--- src/rtl/sat_pkg.sv ---
// Shared types, sizing helpers and FSM states for the SAT clause store.
// Ports: none (package).
package sat_pkg;

  localparam int VAR_ID_BITS = 8;
  localparam int NUM_VARS_PER_CLAUSE = 3;

  typedef struct packed {
    logic                   neg;
    logic [VAR_ID_BITS-1:0] var_id;
  } literal_t;

  typedef literal_t [NUM_VARS_PER_CLAUSE-1:0] clause_t;

  typedef enum logic {
    IDLE   = 1'b0,
    STREAM = 1'b1
  } stream_state_e;

  function automatic int lit_w(input int vb);
    return vb + 1;
  endfunction

  function automatic int clause_w(input int vb, input int nv);
    return (vb + 1) * nv;
  endfunction

  function automatic int rows_of(input int nc, input int npc);
    return nc / npc;
  endfunction

  function automatic int row_w(input int r);
    return (r > 1) ? $clog2(r) : 1;
  endfunction

endpackage

--- src/rtl/clause_row_ram.sv ---
// Row-organised clause storage: per-clause write enables, registered read.
// Ports: clk, rst, i_we/i_wrow/i_wdata (write), i_re/i_rrow -> o_rdata (read).
module clause_row_ram #(
  parameter int ROWS     = 4,
  parameter int ROW_W    = 2,
  parameter int CLAUSE_W = 27,
  parameter int NPC      = 16
) (
  input  logic                    clk,
  input  logic                    rst,
  input  logic [NPC-1:0]          i_we,
  input  logic [ROW_W-1:0]        i_wrow,
  input  logic [CLAUSE_W-1:0]     i_wdata,
  input  logic                    i_re,
  input  logic [ROW_W-1:0]        i_rrow,
  output logic [CLAUSE_W*NPC-1:0] o_rdata
);

  logic [CLAUSE_W*NPC-1:0] r_mem [ROWS];
  logic [CLAUSE_W*NPC-1:0] r_rdata;

  always_ff @(posedge clk) begin
    for (int k = 0; k < NPC; k++) begin
      if (i_we[k]) begin
        r_mem[i_wrow][k*CLAUSE_W +: CLAUSE_W] <= i_wdata;
      end
    end
  end

  // Read register holds its value while i_re is low, which is what
  // keeps the output beat stable under backpressure.
  always_ff @(posedge clk or posedge rst) begin
    if (rst) begin
      r_rdata <= '0;
    end else if (i_re) begin
      r_rdata <= r_mem[i_rrow];
    end
  end

  assign o_rdata = r_rdata;

endmodule

--- src/rtl/clause_stream_memory.sv ---
// Writable clause store streaming one row of clauses per valid/ready beat.
// Ports: wr_* load port, start/stop/loop_mode/num_rows control, out_* stream,
// busy/done/pass_cnt status. Macro CLAUSE_STREAM_STALL_CNT_EN adds stall_cnt.
module clause_stream_memory
  import sat_pkg::*;
#(
  parameter int NUM_CLAUSES           = 64,
  parameter int VAR_ID_BITS           = 8,
  parameter int NUM_VARS_PER_CLAUSE   = 3,
  parameter int NUM_CLAUSES_PER_CYCLE = 16,
  localparam int CLAUSE_W = clause_w(VAR_ID_BITS, NUM_VARS_PER_CLAUSE),
  localparam int ROWS     = rows_of(NUM_CLAUSES, NUM_CLAUSES_PER_CYCLE),
  localparam int ROW_W    = row_w(ROWS),
  localparam int ADDR_W   = $clog2(NUM_CLAUSES),
  localparam int SLICE_W  = CLAUSE_W * NUM_CLAUSES_PER_CYCLE
) (
  input  logic                clk,
  input  logic                rst,
  input  logic                wr_en,
  input  logic [ADDR_W-1:0]   wr_addr,
  input  logic [CLAUSE_W-1:0] wr_clause,
  output logic                wr_err,
  input  logic                start,
  input  logic                stop,
  input  logic                loop_mode,
  input  logic [ROW_W:0]      num_rows,
  output logic                busy,
  output logic                out_valid,
  input  logic                out_ready,
  output logic [SLICE_W-1:0]  out_slice,
  output logic [ROW_W-1:0]    out_row,
  output logic                out_last,
  output logic                done,
  output logic [15:0]         pass_cnt
`ifdef CLAUSE_STREAM_STALL_CNT_EN
  ,
  output logic [31:0]         stall_cnt
`endif
);

  localparam int NPC    = NUM_CLAUSES_PER_CYCLE;
  localparam int NEFF_W = ROW_W + 1;

  stream_state_e      r_state, w_nxt_state;
  logic               r_valid, w_nxt_valid;
  logic [ROW_W-1:0]   r_row, w_nxt_row;
  logic               r_last, w_nxt_last;
  logic               r_done, w_nxt_done;
  logic               r_loop, w_nxt_loop;
  logic [NEFF_W-1:0]  r_neff, w_nxt_neff;
  logic [15:0]        r_pass, w_nxt_pass;
  logic               r_wr_err;

  logic               w_hs;
  logic               w_re;
  logic               w_start_acc;
  logic               w_wr_ok;
  logic [NEFF_W-1:0]  w_neff_in;
  logic [ROW_W-1:0]   w_wr_row;
  logic [NPC-1:0]     w_we;
  int                 w_wr_idx;

  assign w_start_acc = (r_state == IDLE) && start;
  assign w_wr_ok     = wr_en && (r_state == IDLE) && !start;
  assign w_hs        = r_valid && out_ready;

  // Zero or oversize row counts select the full memory.
  assign w_neff_in =
    (num_rows == '0 || num_rows > NEFF_W'(ROWS)) ?
    NEFF_W'(ROWS) : num_rows;

  assign w_wr_row = ROW_W'(int'(wr_addr) / NPC);
  assign w_wr_idx = int'(wr_addr) % NPC;
  assign w_we     = w_wr_ok ? (NPC'(1) << w_wr_idx) : '0;

  always_comb begin
    w_nxt_state = r_state;
    w_nxt_valid = r_valid;
    w_nxt_row   = r_row;
    w_nxt_last  = r_last;
    w_nxt_done  = 1'b0;
    w_nxt_loop  = r_loop;
    w_nxt_neff  = r_neff;
    w_nxt_pass  = r_pass;
    w_re        = 1'b0;
    unique case (r_state)
      IDLE: begin
        if (start) begin
          w_nxt_state = STREAM;
          w_nxt_valid = 1'b1;
          w_nxt_row   = '0;
          w_nxt_loop  = loop_mode;
          w_nxt_neff  = w_neff_in;
          w_nxt_last  = (w_neff_in == NEFF_W'(1));
          w_nxt_pass  = '0;
          w_re        = 1'b1;
        end
      end
      STREAM: begin
        if (stop) begin
          w_nxt_state = IDLE;
          w_nxt_valid = 1'b0;
        end else if (w_hs) begin
          if (!r_last) begin
            w_nxt_row  = r_row + ROW_W'(1);
            // Next row is last when r_row+1 == n_eff-1.
            w_nxt_last = (NEFF_W'(r_row) + NEFF_W'(2)) == r_neff;
            w_re       = 1'b1;
          end else if (r_loop) begin
            w_nxt_row  = '0;
            w_nxt_last = (r_neff == NEFF_W'(1));
            w_re       = 1'b1;
            if (r_pass != 16'hFFFF) begin
              w_nxt_pass = r_pass + 16'd1;
            end
          end else begin
            w_nxt_state = IDLE;
            w_nxt_valid = 1'b0;
            w_nxt_done  = 1'b1;
          end
        end
      end
      default: begin
        w_nxt_state = IDLE;
        w_nxt_valid = 1'b0;
      end
    endcase
  end

  always_ff @(posedge clk or posedge rst) begin
    if (rst) begin
      r_state  <= IDLE;
      r_valid  <= 1'b0;
      r_row    <= '0;
      r_last   <= 1'b0;
      r_done   <= 1'b0;
      r_loop   <= 1'b0;
      r_neff   <= '0;
      r_pass   <= '0;
      r_wr_err <= 1'b0;
    end else begin
      r_state  <= w_nxt_state;
      r_valid  <= w_nxt_valid;
      r_row    <= w_nxt_row;
      r_last   <= w_nxt_last;
      r_done   <= w_nxt_done;
      r_loop   <= w_nxt_loop;
      r_neff   <= w_nxt_neff;
      r_pass   <= w_nxt_pass;
      r_wr_err <= wr_en && !w_wr_ok;
    end
  end

`ifdef CLAUSE_STREAM_STALL_CNT_EN
  logic [31:0] r_stall;

  always_ff @(posedge clk or posedge rst) begin
    if (rst) begin
      r_stall <= '0;
    end else if (w_start_acc) begin
      r_stall <= '0;
    end else if (r_valid && !out_ready && r_stall != '1) begin
      r_stall <= r_stall + 32'd1;
    end
  end

  assign stall_cnt = r_stall;
`endif

  clause_row_ram #(
    .ROWS     (ROWS),
    .ROW_W    (ROW_W),
    .CLAUSE_W (CLAUSE_W),
    .NPC      (NPC)
  ) u_ram (
    .clk     (clk),
    .rst     (rst),
    .i_we    (w_we),
    .i_wrow  (w_wr_row),
    .i_wdata (wr_clause),
    .i_re    (w_re),
    .i_rrow  (w_nxt_row),
    .o_rdata (out_slice)
  );

  assign wr_err    = r_wr_err;
  assign busy      = (r_state == STREAM);
  assign out_valid = r_valid;
  assign out_row   = r_row;
  assign out_last  = r_last;
  assign done      = r_done;
  assign pass_cnt  = r_pass;

endmodule

--- config.mk ---
export PLATFORM = sky130hd
export DESIGN_NAME = clause_stream_memory
export DESIGN_NICKNAME = d
export VERILOG_FILES = /design/src/rtl/sat_pkg.sv /design/src/rtl/clause_row_ram.sv /design/src/rtl/clause_stream_memory.sv
export SDC_FILE = /design/constraint.sdc
export NUM_CORES = 2
export LEC_CHECK = 0
export CAP_MARGIN = 15
export CORE_ASPECT_RATIO = 0.6
export CORE_MARGIN = 2
export CORE_UTILIZATION = 35
export DETAILED_ROUTE_END_ITERATION = 8
export DONT_BUFFER_PORTS = 1
export GPL_TIMING_DRIVEN = 0
export PLACE_DENSITY = 0.48
export SLEW_MARGIN = 15
export SYNTH_ARGS = -nofsm -noshare
export SYNTH_HDL_FRONTEND = slang
export SYNTH_SLANG_ARGS = --single-unit
--- constraint.sdc ---
create_clock -name clk -period 32.5 [get_ports clk]
set_input_delay 1.625 -clock clk [delete_from_list [all_inputs] [get_ports clk]]
set_output_delay 1.625 -clock clk [all_outputs]
set_load 0.01 [all_outputs]
Yosys cells after proc, flatten, opt, wreduce, memory -nomap -nowiden
Memories as Yosys holds them, arrays and structs flattened. A register that Yosys moved wholly into a read port is not among the register bits. Cells that the tools add are included.

Register bits after elaboration: 27. Bits in writable memories: 1728. Input bits: 43. Output and inout bits: 455. Word-level logic and storage cells: 114. Memories kept: 1.

$add $sub $neg: 3. Order comparisons: 1. Equal/unequal tests: 13. Shift-type cells: 1. Muxes and demuxes: 73. Bitwise gates (word level): 1. Reductions and logical operators: 12.

Memories: u_ram.r_mem (depth 4, bits a word 432, rd ports 1, clocked after memory_dff 1, wr ports 1, line clause_row_ram.sv:19) `logic [CLAUSE_W*NPC-1:0] r_mem [ROWS];`.

Operators by type and width (number): $mux W16 (7); $mux W1 (54); $pmux W16 S2 (1); $add A16 B1 Y16 const B (1); $ne A16 B16 Y1 const B (1); $shl A1 B4 Y16 const A (1); $mux W2 (5); $ne A2 B1 Y1 const B (4); $pmux W1 S2 (4); $eq A3 B1 Y1 const B (2); $ne A3 B2 Y1 const B (2); $reduce_and A6 Y1 (1); $logic_and A1 B1 Y1 (4); $ne A2 B2 Y1 const B (2); $pmux W2 S2 (1); $reduce_and A4 Y1 (1); $add A2 B2 Y3 const B (1); $eq A3 B3 Y1 (1); $gt A3 B3 Y1 const B (1); $logic_not A3 Y1 (1); $mux W3 (1); $ne A3 B3 Y1 const B (1); $reduce_and A3 Y1 (1); $add A2 B1 Y2 const B (1); other kinds (4) (5).

Longest topological paths before layout
Depth in word-level cells: 7. Mapped depth: 9. Depth with buffers taken out: 7.

By module
A second synthesis with hierarchy kept.

Cell total of the unflattened synthesis: 4396. Area total of the unflattened synthesis: 84737.5 um^2.

Modules (own cells, without submodules): clause_row_ram (instances 1, cells each 4202, area an instance 83109.7 um^2, seq. area each 62700.1 um^2); clause_stream_memory (instances 1, cells each 194, area an instance 1627.8 um^2, seq. area each 675.6 um^2).

Worst setup path after synthesis
OpenSTA, ideal clock, no wires.

Kind: input to register. From: input start. To: memory u_ram.r_mem[0][189] (netlist name), enable pin. Library setup time: 0.411 ns. Arrival: 3.614 ns. Required time: 32.089 ns. Slack: 28.476 ns. Stages: 5. Buffers on the path: 0. Path through: nor2_1 > nand2_1 > nor3_1 > nand3_1 > nor2_1.

Word-level cells in the longest chain between the ends: 5.

RTL lines: start: declaration (line clause_stream_memory.sv:23) `input logic start,`; $logic_not A1 Y1 (line clause_stream_memory.sv:64) `assign w_wr_ok = wr_en && (r_state == IDLE) && !start;`; $logic_and A1 B1 Y1 (line clause_stream_memory.sv:64); $mux W16 (line clause_stream_memory.sv:74) `assign w_we = w_wr_ok ? (NPC'(1) << w_wr_idx) : '0;`; $mux W1 (line clause_row_ram.sv:24) `if (i_we[k]) begin`; $mux W1 (implied by the code) (line clause_row_ram.sv:25) `r_mem[i_wrow][k*CLAUSE_W +: CLAUSE_W] <= i_wdata;`; end: declaration (line clause_row_ram.sv:19).

No other way between the ends.

Worst setup path in the final report
From: input start. To: memory u_ram.r_mem[2][87] (netlist name), enable pin.

Same word-level chain as after synthesis.

==> flow_summary.json <==
{
  "status": "finished, final reports clean",
  "timing.rr.start": "busy",
  "period_share_pct": 13.77,
  "htreeDepth": 4,
  "root_buffer": "clkbuf_16",
  "internal_power_mw": 5.064,
  "crit_required_ns": 33.05,
  "setup_tns_ns": 0,
  "grt_usage_pct": 20.62,
  "numPortBuffers": 0,
  "synthesis.nets": 4435,
  "p_leak_nw": 29.38,
  "synth.distinct_cells": 46,
  "viasPerCell": 5.279,
  "cp_cell_sequence": "nor2_1 -> nand2_1 -> nor3_1 -> nand3_1 -> nor2_4 -> buf_16",
  "synth_top_area_share_pct": 64.76,
  "avgSynthCellArea_um2": 18.25,
  "synthAdderAreaFrac_pct": 0.03123,
  "worst_path_largest_cell_delay_ns": 0.82,
  "slew-limit-headroom_pct": 22.50,
  "critPathArrivalTime_ns": 5.03,
  "r2r_slack_ns": 28.15,
  "postCtsSetupBuffers": 0,
  "grt_start_max_net_pins": 81,
  "critPathCaptureType": "flip-flop",
  "ys.flop_type": "edfxtp_1",
  "grt_pass1_vias": 40780,
  "holdCritStartpoint": "r_neff[1]",
  "synth_most_common_cell": "edfxtp_1",
  "nets": 4722,
  "cts_tree": "built",
  "power.density_mw_per_mm2": 76.07,
  "post-dp-hpwl_um": 144400,
  "dp_cells": 7477,
  "synth.largest_area_cell": "edfxtp_1",
  "r2r_cells": 7,
  "cpMaxStageDelayCell": "nor2_1",
  "clock.fmax_ghz": 0.2235,
  "synth_seq_cells": 2187,
  "area.growth.synth_to_final_pct": 16.32,
  "wire_per_inst_um": 31.01,
  "synth-simple-area-share_pct": 2.987,
  "die_h_um": 374.6,
  "gp_congestion": 0.7388,
  "r2r-end": "u_ram.r_mem[2][87]",
  "syn_inst": 4390,
  "drtIter0Drc": 4316,
  "cts.path.max_buffers": 4,
  "hp-class": "reg -> reg",
  "fp.coreArea_mm2": 0.2267,
  "clockPowerShare_pct": 35.7,
  "ys_seq_area_share_pct": 79.09,
  "synth_top_family_by_area": "multiplexers",
  "fin_skew_ns": 0.04932,
  "crit_family": "simple AND/OR/NAND/NOR gates",
  "layout_min_cycle_time_ns": 4.475,
  "die_x_um": 621.7,
  "comb_power_share_pct": 12.7,
  "fin_cells": 7877,
  "postRouteAntennaNets": 0,
  "fillers": 20190,
  "wirelength_um": 244200,
  "cts-hold-fix-buffers": 0,
  "cts.sinks": 2187,
  "synth-warning-count": 0,
  "pwr-share-seq_pct": 51.7,
  "cp_max_fo": 16,
  "grt_overflow": 0,
  "p_sw_share_pct": 28.58,
  "finalPower_mw": 7.091,
  "rsz0062_at_grt": "no",
  "dr.pass1.iters": 6,
  "cts_resized": 0,
  "synth-compound-area-share_pct": 5.029,
  "clk_latency_ns": 0.86,
  "tightest_slew_ns": 1.163,
  "die_area_mm2": 0.2329,
  "cts_buffers": 212,
  "worst-path-buf-inv": 1,
  "synth_area_mm2": 0.08013,
  "hold-path-endpoint": "r_neff[1]",
  "vdd_drop_max_v": 0.00004134,
  "grt_pass1_wl_um": 338700,
  "cap_viol_max_count": 0,
  "vias": 41590,
  "setup_violations": 0,
  "synthMuxAreaShare_pct": 10.83,
  "drive_above_1_share_pct": 12.68,
  "synth_xor_area_share_pct": 0.1093,
  "netlist_top_cells_area": "edfxtp_1 65%, dfrtp_1 14%, mux2i_1 11%",
  "slew_violations": 0,
  "critPathLaunchType": "input pin",
  "crit_type": "in -> reg",
  "initial_core_util_pct": 35.35,
  "antenna_found_initial": 29,
  "holdPathStages": 2,
  "num_rows": 135,
  "clk_pin_slew_ns": 0.06,
  "drc": 0,
  "design.portCount": 498,
  "power.switching_mw": 2.026,
  "async_reset_ff_share_pct": 20.99,
  "ys_top_cells_by_count": "1728 x edfxtp_1, 867 x mux2i_1, 516 x nor2_1",
  "finalHoldViolCount": 0,
  "synth_edf_count": 1728
}
[kinds of logic after synthesis]
logic type	after synthesis
compound gates	468
xor+xnor	10
fa+ha+maj	2
buf+inv	259
simple gates	597
flops	2187
mux	867
[worst reg2reg max path: cells and delay by family (launching register included)]
family / cells / cell delay, ns
AND/OR/NAND/NOR: 5 / 3.17
buffers and inverters: 2 / 0.44
flip-flops: 1 / 0.43
[metal layers]
layer	vias up	routed length [um]	track usage, %	part of all wire (%)
li1	17940	-	-	-
met3	264	17980	4.043	7.4
met4	0	4361	3.996	1.8
met5	-	0	0	0
met2	1377	111300	31.96	46
met1	22010	110700	30.27	45
[stage by stage]
stage,utilization (%),setup slack [ns],hold WS [ns],cell area (um2)
after floorplan,-,18.08,0.4862,80130
after global placement,37.01,7.291,0.5097,83900
after detailed placement,38.00,26.96,0.5206,86140
after CTS,41.10,27.90,0.5266,93170
after global routing,41.10,27.87,0.5439,93170
final,41.12,28.02,0.5334,93210
[final cells by class]
class                      count  area, um2  area share (%)
clock buffer                 278       5823           6.247
multi-input combinational   1944      15710           16.85
tap                         3014       3771           4.046
buffer                       252       1524           1.635
inverter                       7      33.78         0.03624
clock inverter               108       1215           1.303
timing repair buffer          73       1724           1.850
antenna                       14      35.03         0.03759
sequential                  2187      63380           67.99
[sequential cells by signal, indices dropped and copies added (netlist names)]
signal,cells
out_valid,1
u_ram.o_rdata,432
done,1
busy,1
u_ram.r_mem,1728
pass_cnt,16
wr_err,1
r_neff,3
out_row,2
out_last,1
r_loop,1
[placed cells by master (no fill, tap or decap), types with 5 or more instances in the layout]
cell type	instances
bufinv_16	22
nor2_1	452
inv_1	6
edfxtp_1	1728
o211ai_1	5
buf_4	48
nor3_1	6
buf_1	40
buf_12	38
diode_2	14
a221oi_1	432
xor2_1	10
nor2_4	65
clkbuf_1	120
a21oi_1	6
inv_6	6
nor2b_1	6
clkinv_2	52
o21ai_0	8
clkbuf_8	27
clkbuf_2	9
clkbuf_16	212
buf_2	27
mux2i_1	867
nand3_1	11
clkinvlp_4	9
nand2_1	30
dfrtp_1	459
buf_6	47
nand2b_1	7
buf_16	35
clkinv_1	11
[power groups by stage]
| stage | clock network (mW) | logic, mW | registers [mW] |
|---|---|---|---|
| 2_1_floorplan | 0 | 0.661 | 3.53 |
| 3_3_place_gp | 0 | 0.889 | 3.74 |
| 3_5_place_dp | 0 | 0.906 | 3.74 |
| 4_1_cts | 2.59 | 0.912 | 3.69 |
| 5_1_grt | 2.70 | 0.980 | 3.69 |
| 6_report | 2.53 | 0.898 | 3.66 |
[how the worst max path moves through the flow]
stage	start	endpoint	slack, ns	cells past startpoint
floorplan	rst	busy	18.08	1
global placement	rst	u_ram.o_rdata[302]	7.29	1
detailed placement	start	u_ram.r_mem[0][84]	26.96	6
CTS	start	u_ram.r_mem[0][84]	27.90	6
global route	start	u_ram.r_mem[0][98]	27.87	6
finish	start	u_ram.r_mem[2][87]	28.02	6
Note: power is estimated with default switching activity, not from simulation.
